File: src/rtl/mealy_nonlap_11011_detector.sv
// mealy_nonlap_11011_detector: flags non-overlapping 11011 occurrences on a serial bit stream
module mealy_nonlap_11011_detector (
  input  logic clk,
  input  logic rst,
  input  logic x,
  output logic y
);
  typedef enum logic [2:0] {S0, S1, S2, S3, S4} state_t;
  state_t state_q, state_d;
  // next prefix state and Mealy strobe; a hit restarts from S0 so no bit is reused
  always_comb begin
    state_d = S0;
    y = 1'b0;
    case (state_q)
      S0: state_d = x ? S1 : S0;
      S1: state_d = x ? S2 : S0;
      S2: state_d = x ? S2 : S3;
      S3: state_d = x ? S4 : S0;
      S4: y = x & ~rst;
      default: state_d = S0;
    endcase
  end
  // state register with synchronous reset
  always_ff @(posedge clk) state_q <= rst ? S0 : state_d;
endmodule

File: config.mk
export PLATFORM = sky130hd
export DESIGN_NAME = mealy_nonlap_11011_detector
export DESIGN_NICKNAME = d
export VERILOG_FILES = /design/src/rtl/mealy_nonlap_11011_detector.sv
export SDC_FILE = /design/constraint.sdc
export NUM_CORES = 1
export LEC_CHECK = 0
export CAP_MARGIN = 20
export CORE_AREA = 2 2 39 41
export DETAILED_ROUTE_END_ITERATION = 8
export DIE_AREA = 0 0 41 43
export PLACE_DENSITY = 0.36
export SLEW_MARGIN = 20
export SYNTH_ARGS = -nofsm -noshare
export SYNTH_HDL_FRONTEND = slang
export SYNTH_SLANG_ARGS = --single-unit
File: constraint.sdc
create_clock -name clk -period 1.2 [get_ports clk]
set_clock_uncertainty 0.2 [all_clocks]
set_input_delay 0.18 -clock clk [delete_from_list [all_inputs] [get_ports clk]]
set_output_delay 0.18 -clock clk [all_outputs]
set_load 0.01 [all_outputs]
==> flow_metrics.env <==
export IMPL_status="complete, but fails checks"
export IMPL_violations="setup timing"
export IMPL_synthesis_area_sq_um=133
export IMPL_path_cells="nor2_1, and4b_2, buf_6"
export IMPL_num_rows=14
export IMPL_clk_latency_ns=0.23
export IMPL_synth_top_area_share_pct=45.3
export IMPL_clk_pin_slew_ns=0.04
export IMPL_synth_area_leader_cell="dfxtp_1"
export IMPL_routed_via_density=3.40
export IMPL_setup_viol=1
export IMPL_crit_arrival_ns=0.93
export IMPL_antenna_found_initial=0
export IMPL_synth_xor_area_share_pct=6.60
export IMPL_peakVddDrop_mv=0.387
export IMPL_die_y_microns=43
export IMPL_fin_nets=28
export IMPL_crit_fanout=2
export IMPL_tightest_slew_ns=0.189
export IMPL_timing_final_ws_setup_ns=-0.113
export IMPL_start_kind="flip-flop"
export IMPL_routed_via_count=136
export IMPL_drtPass1Iterations=4
export IMPL_drc_errors=0
export IMPL_max_freq_ghz=0.761
export IMPL_hp_class="in -> reg"
export IMPL_grt_setup_unrepaired="true"
export IMPL_top_register="state_q"
export IMPL_reg_top3="state_q x3"
export IMPL_die_w_microns=41
export IMPL_synth_distinct_cells=10
export IMPL_dr_first_iter_drc_count=2
export IMPL_synth_edff_count=0
export IMPL_grtUsageTotal_pct=5.61
export IMPL_yosys_warnings=0
export IMPL_yosys_area_share_simple_pct=38.7
export IMPL_ioPinCount=4
export IMPL_wirelength_microns=339
export IMPL_clock_sinks=3
export IMPL_hold_depth=3
export IMPL_synth_nets=15
export IMPL_floorplan_initialDensity_pct=9.58
export IMPL_r2r_cells=3
export IMPL_cts_hold_buf=0
export IMPL_htree_levels=1
export IMPL_drive_above_1_share_pct=54.2
export IMPL_dieArea_sq_um=1760
export IMPL_relSlewSlack_pct=87.3
export IMPL_cts_tree="done"
export IMPL_antenna_cells=0
export IMPL_cts_root_buf="clkbuf_4"
export IMPL_syn_area_per_cell_sq_um=11.1
export IMPL_power_density_nw_per_um2=1310
export IMPL_routabilityCongestion=0.578
export IMPL_cts_buffers=3
export IMPL_synth_main_ff_cell="dfxtp_1"
export IMPL_p_total_uw=324
export IMPL_cts_path_max_buffers=2
export IMPL_synthAdderAreaFrac_pct=0
export IMPL_ys_ff_latch=3
export IMPL_drv_slew=0
export IMPL_synth_compound_area_share_pct=9.43
export IMPL_hp_start="rst"
export IMPL_slowest_stage="dfxtp_2"
export IMPL_place_inst=36
export IMPL_path_buf_inv=1
export IMPL_min_period_ns=1.31
export IMPL_crit_family="flip-flops"
export IMPL_async_flop_share_pct=0
export IMPL_maxCapViolCount=0
export IMPL_final_cells=40
export IMPL_grt_max_degree=5
export IMPL_grt_pass1_wl_microns=579
export IMPL_hpwl_microns=232
export IMPL_grt_pass1_vias=143
export IMPL_hold_slack_ns=0.177
export IMPL_grt_overflow_total=0
export IMPL_leakage_uw=0.0000990
export IMPL_yosysMostFrequentCell="dfxtp_1"
export IMPL_synthMuxAreaShare_pct=0
export IMPL_largest_reg_flops=3
export IMPL_reg2reg_to="state_q[1]"
export IMPL_synth_area_top_cells="dfxtp_1, a211oi_2, nor4_2"
export IMPL_antenna_left=0
export IMPL_wl_per_cell_microns=8.48
export IMPL_hold_end="state_q[0]"
export IMPL_regToRegSetupSlack_ns=0.10
export IMPL_worstPathRequired_ns=0.82
export IMPL_path_class="reg -> out"
export IMPL_core_sq_um=1380
export IMPL_area_growth_pct=85.8
export IMPL_finalHoldViolCount=0
export IMPL_crit_path_end_kind="output pin"
export IMPL_synth_cells=12
export IMPL_rr_startpoint="state_q[0]"
export IMPL_synth_seq_area_share_pct=45.3
export IMPL_max_stage_delay_ns=0.31
export IMPL_period_share_pct=109
export IMPL_port_buffers=3
export IMPL_synth_top_family_by_area="simple AND/OR/NAND/NOR gates"
## cells by family after synthesis
group,after synthesis
xor+xnor,1
flops,3
compound gates,1
simple gates,7
## layout make-up
class,count,area (sq um)
Fill cell,157,1140
Multi-Input combinational cell,9,72.6
Timing Repair Buffer,8,66.3
Sequential cell,3,61.3
Clock buffer,4,26.3
Tap cell,16,20.0
## placed cells by master (no fill, tap or decap)
cell           instances
buf_6                  1
nor3_1                 1
nor4_2                 1
xnor2_1                1
nor2_1                 1
clkbuf_1               1
dfxtp_1                2
nand3_1                1
dfxtp_2                1
nand2b_1               1
clkbuf_4               3
nand3b_1               1
buf_4                  5
a211oi_2               1
dlygate4sd2_1          2
and4b_2                1
## metal layers
| layer | up-vias | GRT usage, % | wire length, microns |
|---|---|---|---|
| met5 | - | 0 | 0 |
| met4 | 0 | 8.00 | 0 |
| met2 | 4 | 6.56 | 149 |
| met3 | 0 | 3.14 | 33 |
| met1 | 63 | 5.43 | 156 |
| li1 | 69 | - | - |
## worst reg2reg max path, delay by kind of cell (launching register included)
family | cells | cell delay [ns]
simple gates | 1 | 0.14
compound gates | 1 | 0.22
flops | 1 | 0.31
buf+inv | 1 | 0.14
## worst max path at each step
stage,start,endpoint,slack [ns],depth (start not counted)
after floorplan,state_q[0],y,0.16,2
after global placement,rst,y,-0.61,4
after detailed placement,rst,y,-0.61,4
after CTS,state_q[0],y,-0.14,3
after global routing,state_q[0],y,-0.17,3
final,state_q[0],y,-0.11,3
## report_power, final
group | switching (uW) | leakage [uW] | internal, uW
combinational | 16.6 | 0.0000593 | 23.1
sequential | 2.64 | 0.0000248 | 106
clock | 50.7 | 0.0000150 | 125
total | 69.9 | 0.0000990 | 254
## repair_timing
| action | 4_1_cts | 5_1_grt |
|---|---|---|
| setup endpoints to repair | 1 | 1 |
| pin swaps | 2 | 1 |
| gates resized for setup | 8 | 0 |
| setup buffers | 0 | 0 |
## metrics by stage
step	setup TNS [ns]	utilization (%)	setup WS [ns]	area [sq um]
floorplan	0	-	0.158	133
global placement	-0.993	15.9	-0.608	220
detailed placement	-0.968	15.9	-0.606	220
CTS	-0.136	17.8	-0.136	246
global route	-0.169	17.8	-0.169	246
finish	-0.113	17.8	-0.113	246
(Power assumes the default switching activity.)
